$ cat config.mk
export PLATFORM = sky130hd
export DESIGN_NAME = seq_bw_multiplier
export DESIGN_NICKNAME = d
export VERILOG_FILES = /design/src/rtl/seq_bw_multiplier.sv
export SDC_FILE = /design/constraint.sdc
export NUM_CORES = 1
export LEC_CHECK = 0
export ABC_AREA = 1
export BUFFER_PORTS_ARGS = -buffer_cell sky130_fd_sc_hd__buf_2
export CORE_ASPECT_RATIO = 0.9
export CORE_MARGIN = 2
export CORE_UTILIZATION = 65
export DETAILED_ROUTE_END_ITERATION = 12
export GPL_TIMING_DRIVEN = 0
export PLACE_DENSITY_LB_ADDON = 0.08
export SETUP_SLACK_MARGIN = 0.2
export SLEW_MARGIN = 20
export SYNTH_ARGS = -nofsm -noshare
export SYNTH_HDL_FRONTEND = slang
export SYNTH_SLANG_ARGS = --single-unit
$ cat constraint.sdc
create_clock -name clock -period 7 [get_ports clock]
set_input_delay 0.7 -clock clock [delete_from_list [all_inputs] [get_ports clock]]
set_output_delay 0.7 -clock clock [all_outputs]
set_load 0.005 [all_outputs]
$ cat src/rtl/seq_bw_multiplier.sv
// seq_bw_multiplier: iterative Baugh-Wooley multiplier with runtime
// signed/unsigned selection and valid/ready handshakes on both sides.
// ROWS partial-product rows are summed into a 2*WIDTH-bit accumulator per
// RUN cycle; the finished product is registered on the first DONE cycle.
// Optional feature: define MULT_ACC_EN to add the acc_en input, which seeds
// the accumulator with the previously consumed product (multiply-accumulate).
module seq_bw_multiplier #(
  parameter int WIDTH = 16,
  parameter int ROWS  = 1
) (
  input  logic                 clock,
  input  logic                 reset_n,
  input  logic                 in_valid,
  output logic                 in_ready,
  input  logic [WIDTH-1:0]     inA,
  input  logic [WIDTH-1:0]     inB,
  input  logic                 signed_mode,
`ifdef MULT_ACC_EN
  input  logic                 acc_en,
`endif
  output logic                 busy,
  output logic                 out_valid,
  input  logic                 out_ready,
  output logic [2*WIDTH-1:0]   product
);

  localparam int CW = (WIDTH > 1) ? $clog2(WIDTH) : 1;
  localparam logic [CW-1:0] ROWS_C = CW'(ROWS);
  localparam logic [CW-1:0] LAST_C = CW'(WIDTH - ROWS);

  localparam logic [1:0] S_IDLE = 2'd0;
  localparam logic [1:0] S_RUN  = 2'd1;
  localparam logic [1:0] S_DONE = 2'd2;

  logic [1:0]           state;
  logic [CW-1:0]        cnt_p0;
  logic [WIDTH-1:0]     a_p0;
  logic [WIDTH-1:0]     b_p0;
  logic                 sgn_p0;
  logic [2*WIDTH-1:0]   acc_p0;
  logic [2*WIDTH-1:0]   prod_p1;
  logic                 vld_p1;
  logic [2*WIDTH-1:0]   rows_sum;
  logic [2*WIDTH-1:0]   acc_init;

  // Partial-product row k, already shifted into product alignment. In signed
  // mode the row's sign-position bit (or, for the last row, every bit except
  // the sign-position bit) is inverted; the correction constant compensates.
  function automatic logic [2*WIDTH-1:0] pp_row(input int k,
                                                input logic [WIDTH-1:0] a,
                                                input logic [WIDTH-1:0] b,
                                                input logic sgn);
    logic [WIDTH-1:0] a_sh;
    logic [WIDTH-1:0] r;
    a_sh = a >> k;
    r = b & {WIDTH{a_sh[0]}};
    if (sgn) begin
      if (k == WIDTH - 1) r = {r[WIDTH-1], ~r[WIDTH-2:0]};
      else                r = {~r[WIDTH-1], r[WIDTH-2:0]};
    end
    return {{WIDTH{1'b0}}, r} << k;
  endfunction

  // Baugh-Wooley correction: 2^WIDTH + 2^(2*WIDTH-1) for signed, else zero.
  function automatic logic [2*WIDTH-1:0] corr_const(input logic sgn);
    logic [2*WIDTH-1:0] c;
    c = '0;
    c[WIDTH]       = sgn;
    c[2*WIDTH-1]   = sgn;
    return c;
  endfunction

  // Sum of the ROWS rows handled this RUN cycle.
  always_comb begin
    rows_sum = '0;
    for (int r = 0; r < ROWS; r++)
      rows_sum = rows_sum + pp_row(int'(cnt_p0) + r, a_p0, b_p0, sgn_p0);
  end

  // Accumulator seed for a newly accepted operation.
  always_comb begin
`ifdef MULT_ACC_EN
    acc_init = corr_const(signed_mode) + (acc_en ? prod_p1 : '0);
`else
    acc_init = corr_const(signed_mode);
`endif
  end

  // Control FSM with operand capture, row accumulation and result register.
  always_ff @(posedge clock or negedge reset_n) begin
    if (!reset_n) begin
      state   <= S_IDLE;
      cnt_p0  <= '0;
      a_p0    <= '0;
      b_p0    <= '0;
      sgn_p0  <= 1'b0;
      acc_p0  <= '0;
      prod_p1 <= '0;
      vld_p1  <= 1'b0;
    end else begin
      case (state)
        S_IDLE: begin
          if (in_valid) begin
            a_p0   <= inA;
            b_p0   <= inB;
            sgn_p0 <= signed_mode;
            acc_p0 <= acc_init;
            cnt_p0 <= '0;
            state  <= S_RUN;
          end
        end
        // p0 -> p1: rows accumulate until the last row has been added
        S_RUN: begin
          acc_p0 <= acc_p0 + rows_sum;
          if (cnt_p0 == LAST_C) begin
            cnt_p0 <= '0;
            state  <= S_DONE;
          end else begin
            cnt_p0 <= cnt_p0 + ROWS_C;
          end
        end
        S_DONE: begin
          if (!vld_p1) begin
            prod_p1 <= acc_p0;
            vld_p1  <= 1'b1;
          end else if (out_ready) begin
            vld_p1 <= 1'b0;
            state  <= S_IDLE;
          end
        end
        default: state <= S_IDLE;
      endcase
    end
  end

  assign in_ready  = (state == S_IDLE);
  assign busy      = (state == S_RUN);
  assign out_valid = vld_p1;
  assign product   = prod_p1;

endmodule

== Word-level counts from Yosys, hierarchy flattened ==
Cells that the tools add are included.
Word-level totals
  bits in registers: 104
  input port bits: 37
  word-level logic and storage cells: 44
Cells by class
  $add $sub $neg: 2
  equal/unequal tests: 8
  shift operators: 2
  muxes and demuxes: 14
  bitwise logic cells: 4
  reductions and logical operators: 6
Operators with widths (count)
  $pmux W32 S2: 1
  $add A32 B32 Y32: 1
  $mux W16: 2
  $mux W32: 1
  $shl A16 B4 Y32: 1
  $and A16 B16 Y16: 1
  $shr A16 B4 Y1: 1
  $not A15 Y15: 1
  $mux W2: 4
  $mux W4: 2
  $pmux W4 S2: 1
  $ne A2 B2 Y1 const B: 3
  $pmux W2 S3: 1
  $reduce_and A2 Y1: 3
  $add A4 B1 Y4 const B: 1
  $eq A4 B1 Y1 const B: 1
  $eq A4 B4 Y1 const B: 1
  $reduce_and A4 Y1: 1
  $eq A2 B1 Y1 const B: 1
  $eq A2 B2 Y1 const B: 1
  $logic_not A2 Y1: 1
  $mux W1: 2
  $ne A2 B1 Y1 const B: 1
  $not A1 Y1: 2
  $reduce_bool A2 Y1: 1

== Logic depth before layout (Yosys ltp) ==
Gate-level depths: netlist of run 1.
  depth in word-level cells: 8
  depth in mapped cells: 29
  gate-level depth less buffers: 27

== Worst setup path before layout of run 1 ==
OpenSTA, ideal clock, no wires.
  path type: register to register
  from: reg cnt_p0[0]
  to: reg acc_p0[24]
  library setup time: 126 ps
  data arrival time: 3267 ps
  data required time: 6874 ps
  path slack: 3606 ps
  cell stages (with the launch flop): 24
  buffers on the path: 2
  period minus slack after synthesis: 3394 ps
  cell sequence: dfrtp_1 > buf_6 > or2_0 > nand3_1 > nand3_1 > nand3_2 > nand2_4 > buf_6 > nand3_1 > nand3_2 > nor4_1 > ha_1 > inv_1 > fa_1 > o21ai_0 > nand2_1 > nand2_1 > nand4_1 > nand2_1 > a21oi_1 > o21ai_0 > nand2_1 > nand2_1 > o21ai_0
On the way
  cells in the longest elaborated chain, start to end: 8
  elaborated cells between the ends (all ways): 10
RTL lines
  start: declaration: RTL line 36  | logic [CW-1:0] cnt_p0;
  start signal: assignment: RTL line 119  | cnt_p0 <= cnt_p0 + ROWS_C;
  $shr A16 B4 Y1: RTL line 55  | a_sh = a >> k;
  $and A16 B16 Y16: RTL line 56  | r = b & {WIDTH{a_sh[0]}};
  $not A15 Y15 / $not A1 Y1 (equally long branches): RTL line 58, 59
  $mux W16: RTL line 58  | if (k == WIDTH - 1) r = {r[WIDTH-1], ~r[WIDTH-2:0]};
  $mux W16: RTL line 57  | if (sgn) begin
  $shl A16 B4 Y32 *: RTL line 61  | return {{WIDTH{1'b0}}, r} << k;
  $add A32 B32 Y32 *: RTL line 114  | acc_p0 <= acc_p0 + rows_sum;
  $pmux W32 S2 *: RTL line 101  | case (state)
  end signal: assignment: RTL line 107  | acc_p0 <= acc_init;
  end signal: assignment: RTL line 114
  end: declaration: RTL line 40  | logic [2*WIDTH-1:0] acc_p0;
Mark *: on every way between the ends. The rest lies on a longest branch, timed or not.
A chain may end at the register's enable or synchronous reset.

== Worst setup path after layout of run 1 ==
  from: reg cnt_p0[1]
  to: reg acc_p0[30]
Same word-level chain as after synthesis.

==> results of run 1 <==
[state kept, by name, summed over array words and instances (netlist names)]
signal / cells
a_p0: 16
acc_p0: 32
b_p0: 16
cnt_p0: 4
out_valid: 1
product: 32
sgn_p0: 1
state: 2
[cell usage in the layout (no fill, tap or decap), types with 2 or more instances in the layout]
cell        synthesis  layout
buf_6               5       6
mux2_2              3       3
ha_1               36      36
clkinvlp_4          0       3
o221ai_1            2       2
inv_1              92      92
xor2_1              4       4
buf_4               3       3
nor3_1              7       7
nor2_2              6       6
dfrtp_1           104     104
nand4_1             6       6
o21a_1              4       4
o22ai_1            18      18
nor4_1              2       2
clkbuf_1           14      14
and2_1              2       2
a21o_1              8       8
xnor2_1             8       8
clkbuf_16           0       9
a21boi_0            2       2
inv_2               5       5
a21oi_1            53      53
nand3_2             8       8
nand3_1           129     129
o21bai_1            4       4
nand2_1           302     302
nand2_2             6       6
buf_2              19      89
nor2_1             48      48
nand3b_1            2       2
o21ai_0            86      86
or2_2               3       3
inv_8               0       2
[power by group]
group	internal, uW	leakage [uW]	switching (uW)
sequential	878	0.00134	164
combinational	919	0.00268	1780
clock	292	0.000145	251
total	2090	0.00416	2190
[through the flow]
step / total power, uW / hold slack [ps] / setup WS (ps) / cells
finish: 4280 / 252 / 2630 / 1223
global route: 4630 / 279 / 2270 / 1223
CTS: 4220 / 260 / 2770 / 1223
detailed placement: 3660 / 461 / 2830 / 1207
global placement: 3570 / 447 / 2880 / 1206
floorplan: 2910 / 404 / 3610 / 1002
[critical path: cells and delay by family, from the launching register on]
| family | cells | cell delay [ps] |
|---|---|---|
| flip-flops | 1 | 490 |
| buffers and inverters | 4 | 570 |
| adder cells (fa/ha/maj) | 2 | 590 |
| AND/OR/NAND/NOR | 11 | 1420 |
| AO/OA/AOI/OAI | 6 | 1220 |
[final cells by class]
cell class              instances  share of cell area (%)
plain buffers                  42                    2.90
repair buffers                 72                    4.89
inverters                      98                    4.63
clock buffers                  10                    3.01
well taps                     133                    2.09
flip-flops and latches        104                    32.7
multi-input cells             758                    48.8
clock inverters                 6                   0.944
[worst min-delay path by stage]
stage	start	end	slack, ps	cells after the start
2_1_floorplan	reset_n	a_p0[0]$_DFFE_PN0P_	400	0
3_3_place_gp	a_p0[12]$_DFFE_PN0P_	a_p0[12]$_DFFE_PN0P_	450	2
3_5_place_dp	a_p0[0]$_DFFE_PN0P_	a_p0[0]$_DFFE_PN0P_	460	2
4_1_cts	reset_n	a_p0[1]$_DFFE_PN0P_	260	1
5_1_grt	reset_n	a_p0[8]$_DFFE_PN0P_	280	1
6_report	reset_n	a_p0[8]$_DFFE_PN0P_	250	1
[routing by layer]
| metal | up-vias | routed length (microns) | global-route usage [%] |
|---|---|---|---|
| li1 | 3487 | - | - |
| met1 | 3312 | 9230 | 50.8 |
| met2 | 357 | 8820 | 55.1 |
| met3 | 46 | 1810 | 6.23 |
| met4 | 0 | 393 | 10.4 |
| met5 | - | 0 | 0 |
[cell families (layout without fill, tap and decap cells)]
logic type,count (synthesis),in the layout,share of synthesized area (%)
and+or+nand+nor,524,524,32.1
xor gates and xnor gates,12,12,1.48
buffers and inverters,140,228,8.45
DFF,104,104,36.7
AOI/OAI and AO/OA,182,182,14.1
adders and majority gates,37,37,6.64
muxes,3,3,0.477
==> impl_metrics.yaml, run 1 <==
floorplanning:
  rows: 36
  design.die.area_sq_um: 11700
  start_util_pct: 66.1
  die_y_microns: 103
  core_sq_um: 10700
  io_pins: 72
  fp.dieW_microns: 114
routing:
  firstDrtPassIters: 6
  drt-vias-per-instance: 5.89
  wl_per_cell_microns: 16.6
  via_count: 7202
  drt-initial-drc-count: 708
  drc_errors: 0
  final_antenna_net_count: 0
  drt_wl_total_microns: 20300
place:
  port_buffers: 71
  postPlaceCellArea_sq_um: 7640
  gp_congestion: 0.969
  dp_hpwl_microns: 15300
global_routing:
  antenna_found_initial: 0
  grt_max_degree: 62
  overflow: 0
  grt_pass1_vias: 6378
  grt_pass1_wl_microns: 31800
  track_usage_pct: 35.3
yosys:
  synth.top_cell.area_share_pct: 36.7
  synth-edff-count: 0
  syn_area_sq_um: 7080
  yosys_register_bits: 104
  ys_seq_area_share_pct: 36.7
  synth.most_common_cell: "nand2_1"
  synth_cell_types: 42
  synthFlopType: "dfrtp_1"
  ys_async_sr_fraction_pct: 100
  synth_common_cells: "302 x nand2_1, 129 x nand3_1, 104 x dfrtp_1"
  syn-num-nets: 1076
  yosys_warnings: 0
  synthTopCellsByArea: "dfrtp_1 37%, nand2_1 16%, nand3_1 9.1%, ha_1 6.4%, o21ai_0 6.1%"
  syn_avg_cell_area_sq_um: 7.07
  yosysTopAreaCell: "dfrtp_1"
  synthCells: 1002
power:
  p_per_area_nw_per_um2: 539
  ir_drop_mv: 0.265
  p_leak_uw: 0.00416
layout:
  fin_nets: 1159
  utilization_pct: 74.2
  regArea_sq_um: 2600
  n_antenna_cell: 0
  drive_gt1_share_pct: 13.7
  nFillCells: 878
  multi_input_area_sq_um: 3880
  area_delta_synth_final_pct: 12.3
  final_area_sq_um: 7950
clock_tree:
  max-clock-path-buffers: 2
  cts_tree: "built"
  h-tree-depth: 3
  postCtsSetupRepairBufs: 0
  clk_latency_ps: 370
  cts_hold_buf: 0
  clk_pin_slew_ps: 80
  clockRootBuffer: "clkbuf_16"
  cts_buffers: 9
  clock-sinks: 104
  cts.repair.resized: 0
timing:
  fin_skew_ps: 11.5
  min_period_over_period_pct: 62.4
  rsz0062_at_grt: "no"
  report.final.slew_viol_count: 0
  max_slew_margin_pct: 46.5
  finalHoldViolCount: 0
  setup_violations: 0
  tightest_slew_ps: 803
  tns_ps: 0
  finalCriticalPeriod_ps: 4370
  timing.fmax_mhz: 229
worst_setup_path:
  r2r_slack_ps: 2630
  path_max_fanout: 10
  worstPathArrival_ps: 4670
  regToRegEndpoint: "acc_p0[30]$_DFFE_PN0P_"
  cpPeakStageDelay_ps: 490
  startpoint: "cnt_p0[1]$_DFFE_PN0P_"
  crit_chain: "ha_1 -> nand2_1 -> nor2_1 -> inv_2 -> nor2_4 -> inv_1 -> buf_2 -> nand2_1 -> nand3_1 -> nand3_1 -> nand2_1 -> nor3_1 -> ha_1 -> a21oi_1 -> o21ai_0 -> a21boi_0 -> inv_1 -> nand3_1 -> nand3_1 -> a21o_1 -> a21oi_1 -> o21ai_0 -> nand2_1"
  r2r-start: "cnt_p0[1]$_DFFE_PN0P_"
  critPathCaptureType: "flip-flop"
  worstPathRequired_ps: 7300
  crit_end: "acc_p0[30]$_DFFE_PN0P_"
  cp-start-kind: "flip-flop"
  critPathSlowestCell: "dfrtp_1"
  path_class: "flip-flop to flip-flop"
  reg2reg_depth: 23
hold_path:
  worstHoldPathType: "input port to asynchronous set/reset pin"
status:
  run_status: "complete, no violations"
job:
  cap_violations: 0
Note: power is estimated with default switching activity, not from simulation.
==> run 2: changes to the inputs <==
- CORE_UTILIZATION: 65 -> 54
- clock period: 7 -> 4 ns (I/O delays scaled with it)
==> run 2 against run 1 <==
  * Via count rose by 0.33%
  * Worst setup slack worse by 2300 ps
  * Register-to-register slack lost 2300 ps
  * Utilization is 3.7 points lower
  * Largest cell class unchanged
  * Sequential power is 80% higher
  * Critical endpoint is now acc_p0[24]$_DFFE_PN0P_
  * Cell count rose by 4.0%
  * Total power grew 100%
  * Hold slack worse by 20 ps
  * Sequential share of layout area decreased by 3.7 points
==> impl_metrics.yaml, run 2 (synthesis results as in run 1) <==
timing:
  min_period_over_period_pct: 92.4
  tightest_slew_ps: 792
  fin_skew_ps: 13.4
  finalHoldViolCount: 0
  rsz0062_at_grt: "yes"
  report.final.slew_viol_count: 0
  setup_violations: 0
  finalCriticalPeriod_ps: 3700
  fin_ws_ps: 303
  timing.fmax_mhz: 271
  max_slew_margin_pct: 47.2
  tns_ps: 0
clock_tree:
  max-clock-path-buffers: 2
  clockRootBuffer: "clkbuf_16"
  clk_pin_slew_ps: 70
  cts_buffers: 9
  clk_latency_ps: 370
  cts_tree: "built"
  clock-sinks: 104
  h-tree-depth: 3
place:
  port_buffers: 71
  dp_slack_ps: -169
  dp_hpwl_microns: 15400
  dpl.cell_count: 1238
  gp_congestion: 0.929
routing:
  drt-initial-drc-count: 808
  drc_errors: 0
  final_antenna_net_count: 0
  drt_wl_total_microns: 21200
  wl_per_cell_microns: 16.7
  drt-vias-per-instance: 5.68
  via_count: 7226
  firstDrtPassIters: 5
layout:
  utilization_pct: 70.4
  n_antenna_cell: 0
  fin_cells: 1272
  layout_commonest_cell: "nand2_1"
  nFillCells: 1079
  fin_nets: 1177
  drive_gt1_share_pct: 28.1
  final_cell_mix: "271 x nand2_1, 102 x dfrtp_1, 98 x nand3_1"
  area_delta_synth_final_pct: 26.7
status:
  run_status: "complete, no violations"
global_routing:
  overflow: 0
  antenna_found_initial: 0
  met1_usage_pct: 44.0
  grt_pass1_wl_microns: 33100
  top_usage_layer: "met2"
  grt_max_degree: 63
  met3_usage_pct: 7.15
  track_usage_pct: 29.5
  grt_pass1_vias: 6592
  use_met2_pct: 44.2
hold_path:
  worstHoldPathType: "input port to flip-flop"
  hold_path.startpoint: "inA[12]"
power:
  ir_drop_mv: 0.588
  fin_total_pwr_uw: 8600
  p_leak_uw: 0.00437
  p_per_area_nw_per_um2: 958
floorplanning:
  fp.dieW_microns: 125
  start_util_pct: 55.6
  io_pins: 72
  core_sq_um: 12700
  design.die.area_sq_um: 14000
  die_y_microns: 113
  rows: 39
worst_setup_path:
  worstPathRequired_ps: 4250
  path_class: "flip-flop to flip-flop"
  startpoint: "cnt_p0[0]$_DFFE_PN0P_"
  worstPathArrival_ps: 3950
  r2r_slack_ps: 300
  cp-start-kind: "flip-flop"
  path_max_fanout: 7
  r2r-start: "cnt_p0[0]$_DFFE_PN0P_"
  critPathCaptureType: "flip-flop"
job:
  cap_violations: 0
## run 2: worst max-delay path: stages, from the launching register on
cell and delay (ps):
dfrtp_2 470, buf_6 150, nand2_1 60, nand3_1 80
nand3_1 110, nand3_2 100, nand2_4 160, buf_8 150
nand2_4 50, nand2_4 80, nand3_4 100, nor4_4 230
ha_2 240, inv_2 50, fa_2 380, o21ai_4 200
nand2_2 80, nand2_2 70, nand4_1 100, nand2_2 200
a21oi_4 90, o21ai_2 220, nand2_1 70, nand2_1 60
o21ai_1 70
## run 2: what timing repair did
| action | 4_1_cts | 5_1_grt |
|---|---|---|
| pin swaps | 1 | 35 |
| endpoints found under the hold margin | 42 | 0 |
| hold buffers | 1 | 0 |
| setup endpoints to repair | 20 | 22 |
| resized for setup | 14 | 180 |
| buffers inserted | 1 | 13 |
| cloned | 0 | 3 |
## run 2: per-stage QoR
stage | hold slack, ps | area [sq um]
2_1_floorplan | 104 | 7080
6_report | 231 | 8970
3_3_place_gp | 455 | 7640
5_1_grt | 244 | 8970
4_1_cts | 222 | 8020
3_5_place_dp | 347 | 7680
## run 2: final cells by class
| cell class | instances | area [sq um] | share of cell area (%) |
|---|---|---|---|
| inverters | 98 | 373 | 4.16 |
| clock inverters | 6 | 62.6 | 0.697 |
| clock buffers | 10 | 229 | 2.55 |
| flip-flops and latches | 104 | 2610 | 29.0 |
| well taps | 164 | 205 | 2.29 |
| plain buffers | 42 | 250 | 2.79 |
| multi-input cells | 758 | 4680 | 52.2 |
| repair buffers | 90 | 566 | 6.30 |
## run 2: layer usage
layer | wire length (microns) | vias to the layer above
li1 | - | 3522
met1 | 10000 | 3410
met2 | 9250 | 265
met3 | 1630 | 29
met4 | 313 | 0
met5 | 0 | -
## run 2: final timing paths
| kind | end | cells past startpoint |
|---|---|---|
| worst max-delay path | acc_p0[24]$_DFFE_PN0P_ | 24 |
| worst min-delay path | a_p0[12]$_DFFE_PN0P_ | 3 |
| worst max register to register | acc_p0[24]$_DFFE_PN0P_ | 24 |
| worst min register to register | a_p0[12]$_DFFE_PN0P_ | 2 |
| max in group asynchronous | acc_p0[12]$_DFFE_PN0P_ | 3 |
| min in group asynchronous | acc_p0[16]$_DFFE_PN0P_ | 2 |
## run 2: power by group
group / internal, uW / leakage (uW) / total (uW) / switching [uW]
sequential: 1540 / 0.00133 / 1870 / 337
clock: 440 / 0.000142 / 890 / 450
combinational: 2280 / 0.00289 / 5830 / 3560
